`config.mk`:
```
export PLATFORM = sky130hd
export DESIGN_NAME = ripple_carry_adder_flat
export DESIGN_NICKNAME = d
export VERILOG_FILES = /design/src/rtl/ripple_carry_adder_if.sv /design/src/rtl/ripple_carry_adder.sv /design/src/flat_wrapper.sv
export SDC_FILE = /design/constraint.sdc
export NUM_CORES = 1
export LEC_CHECK = 0
export CAP_MARGIN = 40
export CORE_MARGIN = 2
export CORE_UTILIZATION = 35
export CTS_BUF_LIST = sky130_fd_sc_hd__clkbuf_8
export CTS_CLUSTER_DIAMETER = 120
export DETAILED_ROUTE_END_ITERATION = 6
export PLACE_DENSITY = 0.68
export SYNTH_ARGS = -nofsm -noshare
export SYNTH_HDL_FRONTEND = slang
export SYNTH_SLANG_ARGS = --single-unit
```
`constraint.sdc`:
```
create_clock -name clk -period 38.7 [get_ports clk]
set_input_delay 7.74 -clock clk [delete_from_list [all_inputs] [get_ports clk]]
set_output_delay 7.74 -clock clk [all_outputs]
set_load 0.005 [all_outputs]
```
`src/rtl/ripple_carry_adder_if.sv`:
```
// ripple_carry_adder_if: operand/result bundle for the ripple-carry adder/subtractor.
//
// Signals:
//   in_valid  operands valid this cycle (a, b, sub_en sampled when high)
//   a, b      WIDTH-bit operands
//   sub_en    0 = a + b, 1 = a - b
//   result    registered sum/difference, modulo 2^WIDTH
//   cout      registered carry out of the MSB (for subtraction: 1 = no borrow)
//   overflow  registered signed overflow
//   zero      registered, high when result == 0
//   out_valid one-cycle pulse when result/flags update
//
// Modports:
//   master  issues operands and observes results (e.g. the execute stage)
//   slave   the adder itself
interface ripple_carry_adder_if #(
    parameter int unsigned WIDTH = 32
) ();
    logic             in_valid;
    logic [WIDTH-1:0] a;
    logic [WIDTH-1:0] b;
    logic             sub_en;
    logic [WIDTH-1:0] result;
    logic             cout;
    logic             overflow;
    logic             zero;
    logic             out_valid;

    modport master (
        output in_valid, a, b, sub_en,
        input  result, cout, overflow, zero, out_valid
    );

    modport slave (
        input  in_valid, a, b, sub_en,
        output result, cout, overflow, zero, out_valid
    );
endinterface

```
`src/rtl/ripple_carry_adder.sv`:
```
// ripple_carry_adder: two's-complement adder/subtractor built from a chain of WIDTH
// single-bit full adders, with registered result and flags (one cycle of latency).
//
// Ports:
//   clk    rising-edge clock
//   rst_n  synchronous reset, active-low; clears all outputs, overrides in_valid
//   bus    ripple_carry_adder_if.slave: in_valid/a/b/sub_en in,
//          result/cout/overflow/zero/out_valid out
module ripple_carry_adder #(
    parameter int unsigned WIDTH = 32
) (
    input logic                 clk,
    input logic                 rst_n,
    ripple_carry_adder_if.slave bus
);

    logic [WIDTH-1:0] b_eff;
    logic [WIDTH-1:0] sum;
    logic             carry_msb_in;
    logic             carry_out;

    // Subtraction is a + ~b + 1: invert b and feed sub_en in as the LSB carry.
    assign b_eff = bus.b ^ {WIDTH{bus.sub_en}};

    // Each stage owns its carry signals so the chain is a plain net-to-net ripple
    // rather than a self-referencing vector.
    for (genvar i = 0; i < WIDTH; i++) begin : g_fa
        logic c_in;
        logic c_out;

        if (i == 0) begin : g_lsb
            assign c_in = bus.sub_en;
        end else begin : g_chain
            assign c_in = g_fa[i-1].c_out;
        end

        assign sum[i] = bus.a[i] ^ b_eff[i] ^ c_in;
        assign c_out  = (bus.a[i] & b_eff[i]) | (c_in & (bus.a[i] ^ b_eff[i]));
    end

    assign carry_msb_in = g_fa[WIDTH-1].c_in;
    assign carry_out    = g_fa[WIDTH-1].c_out;

    logic [WIDTH-1:0] result_q, result_d;
    logic             cout_q, cout_d;
    logic             overflow_q, overflow_d;
    logic             zero_q, zero_d;
    logic             valid_q, valid_d;

    always_comb begin
        result_d   = result_q;
        cout_d     = cout_q;
        overflow_d = overflow_q;
        zero_d     = zero_q;
        valid_d    = 1'b0;
        if (bus.in_valid) begin
            result_d   = sum;
            cout_d     = carry_out;
            // Signed overflow: carry into the sign bit differs from carry out of it.
            overflow_d = carry_out ^ carry_msb_in;
            zero_d     = (sum == '0);
            valid_d    = 1'b1;
        end
    end

    always_ff @(posedge clk) begin
        if (!rst_n) begin
            result_q   <= '0;
            cout_q     <= 1'b0;
            overflow_q <= 1'b0;
            zero_q     <= 1'b0;
            valid_q    <= 1'b0;
        end else begin
            result_q   <= result_d;
            cout_q     <= cout_d;
            overflow_q <= overflow_d;
            zero_q     <= zero_d;
            valid_q    <= valid_d;
        end
    end

    assign bus.result    = result_q;
    assign bus.cout      = cout_q;
    assign bus.overflow  = overflow_q;
    assign bus.zero      = zero_q;
    assign bus.out_valid = valid_q;

endmodule

```
`src/flat_wrapper.sv`:
```
// flat-port wrapper written by rule: the top's interface ports become plain ports
module ripple_carry_adder_flat 
#(
    parameter int unsigned WIDTH = 32
)
  (clk, rst_n, bus_in_valid, bus_a, bus_b, bus_sub_en, bus_result, bus_cout, bus_overflow, bus_zero, bus_out_valid);
  ripple_carry_adder_if #(.WIDTH(WIDTH)) bus_i ();
  input logic clk;
  input logic rst_n;
  input wire logic [$bits(bus_i.in_valid)-1:0] bus_in_valid;
  input wire logic [$bits(bus_i.a)-1:0] bus_a;
  input wire logic [$bits(bus_i.b)-1:0] bus_b;
  input wire logic [$bits(bus_i.sub_en)-1:0] bus_sub_en;
  output wire logic [$bits(bus_i.result)-1:0] bus_result;
  output wire logic [$bits(bus_i.cout)-1:0] bus_cout;
  output wire logic [$bits(bus_i.overflow)-1:0] bus_overflow;
  output wire logic [$bits(bus_i.zero)-1:0] bus_zero;
  output wire logic [$bits(bus_i.out_valid)-1:0] bus_out_valid;
  assign bus_i.in_valid = bus_in_valid;
  assign bus_i.a = bus_a;
  assign bus_i.b = bus_b;
  assign bus_i.sub_en = bus_sub_en;
  assign bus_result = bus_i.result;
  assign bus_cout = bus_i.cout;
  assign bus_overflow = bus_i.overflow;
  assign bus_zero = bus_i.zero;
  assign bus_out_valid = bus_i.out_valid;
  ripple_carry_adder #(.WIDTH(WIDTH)) u_core (.clk(clk), .rst_n(rst_n), .bus(bus_i));
endmodule
```
==> metrics.cfg, run 1 <==
[outcome]
outcome=completed

[global_route]
globalRouteMet3Util=0.0471
grt_use_met2=0.313
grt_usage=0.168
grt_util_met1=0.183
grt-ovfl-total=0
number_of_antenna_violations_at_the_first_check_in_global_routing=0
busiest_layer_in_global_routing=met2
first_global_vias=2012
grt_max_degree=42
grt_first_pass_wirelength_mm=9.59

[critical_path]
origin_of_the_worst_setup_path=bus_sub_en
worstSetupPathType=in2reg
worstPathArrival_ns=21.25
timing.critical_path.required_ns=38.94
worstReg2RegEnd=u_core.bus.zero$_SDFFE_PN0P_
rr_startpoint=u_core.bus.zero$_SDFFE_PN0P_
critPathCaptureType=flop
start_kind=input pin
critical_path.slowest_cell=sky130_fd_sc_hd__buf_4
logic_depth_of_the_worst_register_to_register_path=3
crit_path_max_fanout=32
worst-r2r-setup-slack_ns=38.01
cp_slowest_stage_delay_ns=0.42
cp_common_cell=sky130_fd_sc_hd__fa_1

[floorplan]
num_io_pins=104
num_rows=30
fp.dieArea_um2=7670
die_width_um=87.6
initial_utilization=0.360
core_area_um2=6790
chipHeight_um=87.6

[pwr]
p_int_uw=83.9
share_seq_of_total_power=0.361
total_power_density_per_cell_area_nw_per_um2=33.4
p_leak_nw=1.66
power_frac_clock=0.227
sw_frac_of_total=0.306
switching_power_uw=36.9
ir_worst_vdd_uv=15.3
p_comb_frac=0.412

[logic_synthesis]
synth_top_cell_by_area=sky130_fd_sc_hd__dfxtp_1
synth.mux.area_fraction=0.0246
syn_nets=331
postSynthRegisterBits=36
post_synth_inst_count=232
synthXorXnorAreaFrac=0.118
ys_top_cells_by_area=sky130_fd_sc_hd__dfxtp_1 29%, sky130_fd_sc_hd__fa_1 25%, sky130_fd_sc_hd__o211a_1 11%, sky130_fd_sc_hd__xnor2_1 11%, sky130_fd_sc_hd__inv_1 4.9%
yosysWarningCount=0
area_of_the_mapped_netlist_um2=2440
synth-compound-area-share=0.122
netlist.area_leader.share=0.295
synth.distinct_cells=24
synth_top_family_by_area=adder cells
synth.avg_cell_area_um2=10.5
synth_seq_area_share=0.295
synth_fa_ha_area_frac=0.254
synthSimpleGateAreaFrac=0.100

[timing]
remaining_max_slew_budget_at_the_tightest_pin=0.670
finalSetupViolCount=0
period_share=0.543
finClkSkew_ns=0
final_worst_path_period_need_ns=21.02
final.setup.tns_ns=0
timing.final.hold_violations=0
maxClockFrequency_ghz=0.0476
grt_setup_unrepaired=false
slew_viols_final=0
worstMarginPinSlew_ns=0.495

[hold_path]
hold-path-cell-count=1
hold_path_end=u_core.bus.result[16]$_SDFFE_PN0P_
hold_path.startpoint=u_core.bus.result[16]$_SDFFE_PN0P_
hold_class=reg2reg

[cts]
h_tree_level_count=2
post-cts-setup-buffers=0
cts-buffers-inserted=5
cts_max_path_buffers=2
clock_tree_from_tritoncts=done
cts_hold_buffers=0
clk_pin_slew_worst_paths_ns=0.07
postCtsResizedCells=0
cts_num_sinks=36
cts.root.buffer_cell=sky130_fd_sc_hd__clkbuf_8
insertion_delay_ns=0.29

[route]
total_via_count_in_the_routed_design=1934
drt_wl_total_mm=6.15
remaining_drcs=0
final_antenna_net_count=0
post_drt_wl_per_cell_um=14.4
initialDrtViolationCount=51
drt_pre_antenna_iters=4
viasPerCell=4.53

[final_layout]
post-route-util=0.533
post_route_cells_drive_above_1_share=0.0393
antenna-diode-count=0
layout.filler_cells=647
layout-area-overhead-vs-synth_pct=48.1
final_net_count=429

[placed_design]
hpwl_mm=5.06
gp_congestion=0.777
port_buffers=103

[job]
drv_cap=0

==> placed cells by master (no fill, tap or decap) <==
master and instances:
sky130_fd_sc_hd__nand3_1 1, sky130_fd_sc_hd__nand4b_4 1, sky130_fd_sc_hd__a31o_1 1, sky130_fd_sc_hd__xor2_1 3, sky130_fd_sc_hd__nor2b_1 5, sky130_fd_sc_hd__inv_1 34, sky130_fd_sc_hd__o21ai_1 1, sky130_fd_sc_hd__nor4_2 1
sky130_fd_sc_hd__o211a_1 28, sky130_fd_sc_hd__a21oi_1 1, sky130_fd_sc_hd__and2_1 1, sky130_fd_sc_hd__clkdlybuf4s50_1 101, sky130_fd_sc_hd__clkbuf_8 6, sky130_fd_sc_hd__dfxtp_1 36, sky130_fd_sc_hd__buf_12 1, sky130_fd_sc_hd__buf_4 2
sky130_fd_sc_hd__buf_2 2, sky130_fd_sc_hd__fa_1 31, sky130_fd_sc_hd__nor4_1 1, sky130_fd_sc_hd__nand4b_1 1, sky130_fd_sc_hd__nor2_1 2, sky130_fd_sc_hd__nand2_1 30, sky130_fd_sc_hd__nand4_1 5, sky130_fd_sc_hd__mux2i_1 6
sky130_fd_sc_hd__xnor2_1 30
==> sequential cells by signal, summed over array words and instances, names as in the netlist <==
register / cells
u_core.bus.result: 32
u_core.bus.cout: 1
u_core.bus.out_valid: 1
u_core.bus.overflow: 1
u_core.bus.zero: 1
==> area by class of cell <==
| cell class | count | area (um2) | area share |
|---|---|---|---|
| clock buffer | 6 | 82.6 | 0.0228 |
| clock inverter | 2 | 7.51 | 0.00207 |
| inverter | 32 | 120 | 0.0332 |
| multi-input combinational | 149 | 1510 | 0.418 |
| sequential | 36 | 721 | 0.199 |
| tap | 96 | 120 | 0.0332 |
| timing repair buffer | 106 | 1060 | 0.292 |
==> logic make-up after synthesis <==
group / Yosys count
adders and majority gates: 31
buffers and inverters: 47
xor gates and xnor gates: 33
and+or+nand+nor: 48
DFF: 36
muxes: 6
AOI/OAI and AO/OA: 31
==> power by group through the flow <==
stage	clock, mW	sequential [mW]	combinational (mW)
finish	0.0274	0.0436	0.0497
global route	0.0299	0.0441	0.0557
CTS	0.0284	0.0437	0.0508
detailed placement	0	0.0445	0.0504
global placement	0	0.0444	0.0497
floorplan	0	0.0447	0.0271
==> worst max-delay path by stage <==
| stage | to | slack, ns | cells after the start |
|---|---|---|---|
| 3_5_place_dp | u_core.bus.zero$_SDFFE_PN0P_ | 17.36 | 40 |
| 3_3_place_gp | u_core.bus.zero$_SDFFE_PN0P_ | 17.56 | 40 |
| 5_1_grt | u_core.bus.zero$_SDFFE_PN0P_ | 17.08 | 40 |
| 6_report | u_core.bus.zero$_SDFFE_PN0P_ | 17.68 | 40 |
| 4_1_cts | u_core.bus.zero$_SDFFE_PN0P_ | 17.65 | 40 |
| 2_1_floorplan | u_core.bus.zero$_SDFFE_PN0P_ | 18.09 | 40 |
==> synthesized netlist by cell type, drive strengths merged <==
library cell / n
inv: 32
nand2: 30
mux2i: 6
a21oi: 1
nor2: 2
fa: 31
o211a: 28
nand4b: 2
nand3: 1
a31o: 1
nor4: 2
nand4: 5
buf: 14
and2: 1
o21ai: 1
xnor2: 30
dfxtp: 36
xor2: 3
nor2b: 5
clkbuf: 1
==> per-stage QoR <==
step / instance area (um2) / worst slack (ns) / std cells / power, mW / hold WS (ns)
2_1_floorplan: 2440 / 18.09 / 232 / 0.0718 / 0.477
3_3_place_gp: 3510 / 17.56 / 418 / 0.0940 / 0.464
3_5_place_dp: 3530 / 17.36 / 419 / 0.0949 / 0.469
4_1_cts: 3620 / 17.65 / 427 / 0.123 / 0.486
5_1_grt: 3620 / 17.08 / 427 / 0.130 / 0.502
6_report: 3620 / 17.68 / 427 / 0.121 / 0.480
==> metal layers <==
layer  up-vias  part of all wire
met1       935              0.38
met5         -                 0
met3         7             0.062
li1        936                 -
met4         0             0.014
met2        56              0.54
==> worst max-delay path, delay by kind of cell <==
kind / cells / cell delay, ns
xor+xnor: 1 / 0.17
fa+ha+maj: 31 / 11.98
compound gates: 1 / 0.16
buf+inv: 5 / 0.70
simple gates: 2 / 0.47
(Power assumes the default switching activity.)
==> run 2: changes to the inputs <==
clock period = 20.4 ns   (was 38.7 ns; I/O delays follow)
==> metrics.cfg, run 2 (same netlist as run 1, synthesis figures left out) <==
[route]
drt_pre_antenna_iters=4
viasPerCell=4.52
post_drt_wl_per_cell_um=14.2
initialDrtViolationCount=71
remaining_drcs=0
total_via_count_in_the_routed_design=1932
drt_wl_total_mm=6.08
final_antenna_net_count=0

[floorplan]
initial_utilization=0.360
core_area_um2=6790
die_width_um=87.6
chipHeight_um=87.6
num_io_pins=104
fp.dieArea_um2=7670
num_rows=30

[hold_path]
hold_path_end=u_core.bus.result[5]$_SDFFE_PN0P_
hold_class=reg2reg
hold-path-cell-count=1
hold_path.startpoint=u_core.bus.result[5]$_SDFFE_PN0P_

[timing]
worstMarginPinSlew_ns=0.493
maxClockFrequency_ghz=0.0576
period_share=0.852
grt_setup_unrepaired=false
final_worst_path_period_need_ns=17.37
slew_viols_final=0
finClkSkew_ns=0
hold_ws_ns=0.479
timing.final.hold_violations=0
finalSetupViolCount=0
final.setup.tns_ns=0
remaining_max_slew_budget_at_the_tightest_pin=0.672

[placed_design]
hpwl_mm=4.98
gp_congestion=0.773
dp_cells=419
port_buffers=103

[cts]
h_tree_level_count=2
post-cts-setup-buffers=0
clock_tree_from_tritoncts=done
cts_num_sinks=36
postCtsResizedCells=0
cts-buffers-inserted=5
cts.root.buffer_cell=sky130_fd_sc_hd__clkbuf_8
clk_pin_slew_worst_paths_ns=0.08
cts_hold_buffers=0
cts_max_path_buffers=2
insertion_delay_ns=0.29

[pwr]
total_power_uw=229
total_power_density_per_cell_area_nw_per_um2=63.2
p_leak_nw=1.66
ir_worst_vdd_uv=31.8

[critical_path]
timing.critical_path.required_ns=20.64
start_kind=input pin
worstSetupPathType=in2reg
logic_depth_of_the_worst_register_to_register_path=3
crit_path_max_fanout=32
rr_startpoint=u_core.bus.zero$_SDFFE_PN0P_
critical_path.slowest_cell=sky130_fd_sc_hd__fa_1
worstPathArrival_ns=17.61
worst-r2r-setup-slack_ns=19.71
cp_slowest_stage_delay_ns=0.43
worstReg2RegEnd=u_core.bus.zero$_SDFFE_PN0P_
critPathCaptureType=flop
cp_common_cell=sky130_fd_sc_hd__fa_1

[final_layout]
antenna-diode-count=0
fin_cells=427
final_net_count=429
layout_commonest_cell=sky130_fd_sc_hd__clkdlybuf4s50_1
layout-area-overhead-vs-synth_pct=48.1
post-route-util=0.533
most_frequent_cells_in_the_layout=101 x sky130_fd_sc_hd__clkdlybuf4s50_1, 36 x sky130_fd_sc_hd__dfxtp_1, 34 x sky130_fd_sc_hd__inv_1
post_route_cells_drive_above_1_share=0.0393
largest_reg_flops=32
layout.filler_cells=656

[global_route]
grt_usage=0.167
grt_max_degree=46
number_of_antenna_violations_at_the_first_check_in_global_routing=0
grt_first_pass_wirelength_mm=9.53
first_global_vias=2006
grt-ovfl-total=0

[outcome]
outcome=completed

[job]
drv_cap=0

[run 2: cell counts in the layout (fill, tap and decap cells not counted)]
No cell type changed its count.
[run 2: metrics by stage]
step	cell area (um2)	setup slack (ns)
floorplan	2440	3.45
global placement	3510	2.92
detailed placement	3530	2.72
CTS	3620	3.01
global route	3620	2.44
finish	3620	3.03
[run 2: per-layer routing]
| layer | share of wire | track usage | wire [um] | up-vias |
|---|---|---|---|---|
| met4 | 0.012 | 0.0434 | 75 | 0 |
| met5 | 0 | 0 | 0 | - |
| li1 | - | - | - | 938 |
| met3 | 0.068 | 0.0537 | 416 | 7 |
| met2 | 0.53 | 0.307 | 3210 | 65 |
| met1 | 0.39 | 0.184 | 2380 | 922 |
[run 2: final cells by class]
class                      count  area, um2  share of cell area
multi-input combinational    149       1510               0.418
timing repair buffer         106       1060               0.292
sequential                    36        721               0.199
inverter                      32        120              0.0332
tap                           96        120              0.0332
clock buffer                   6       82.6              0.0228
clock inverter                 2       7.51             0.00207
[run 2: worst max-delay path by stage]
| stage | start | to | slack [ns] | cells past startpoint |
|---|---|---|---|---|
| 2_1_floorplan | bus_sub_en | u_core.bus.zero$_SDFFE_PN0P_ | 3.45 | 40 |
| 3_3_place_gp | bus_sub_en | u_core.bus.zero$_SDFFE_PN0P_ | 2.92 | 40 |
| 3_5_place_dp | bus_sub_en | u_core.bus.zero$_SDFFE_PN0P_ | 2.72 | 40 |
| 4_1_cts | bus_sub_en | u_core.bus.zero$_SDFFE_PN0P_ | 3.01 | 40 |
| 5_1_grt | bus_sub_en | u_core.bus.zero$_SDFFE_PN0P_ | 2.44 | 40 |
| 6_report | bus_sub_en | u_core.bus.zero$_SDFFE_PN0P_ | 3.03 | 40 |
[run 2: report_power, final]
group          internal, mW  leakage (nW)  switching, mW
Combinational        0.0541          1.31         0.0403
Clock                0.0266        0.0538         0.0250
Sequential           0.0785         0.299        0.00420
Total                 0.159          1.66         0.0695
[run 2: critical path: cells and delay by family]
family / cells / cell delay, ns
compound gates: 1 / 0.16
xor+xnor: 1 / 0.17
fa+ha+maj: 31 / 12.01
buf+inv: 5 / 0.71
simple gates: 2 / 0.47
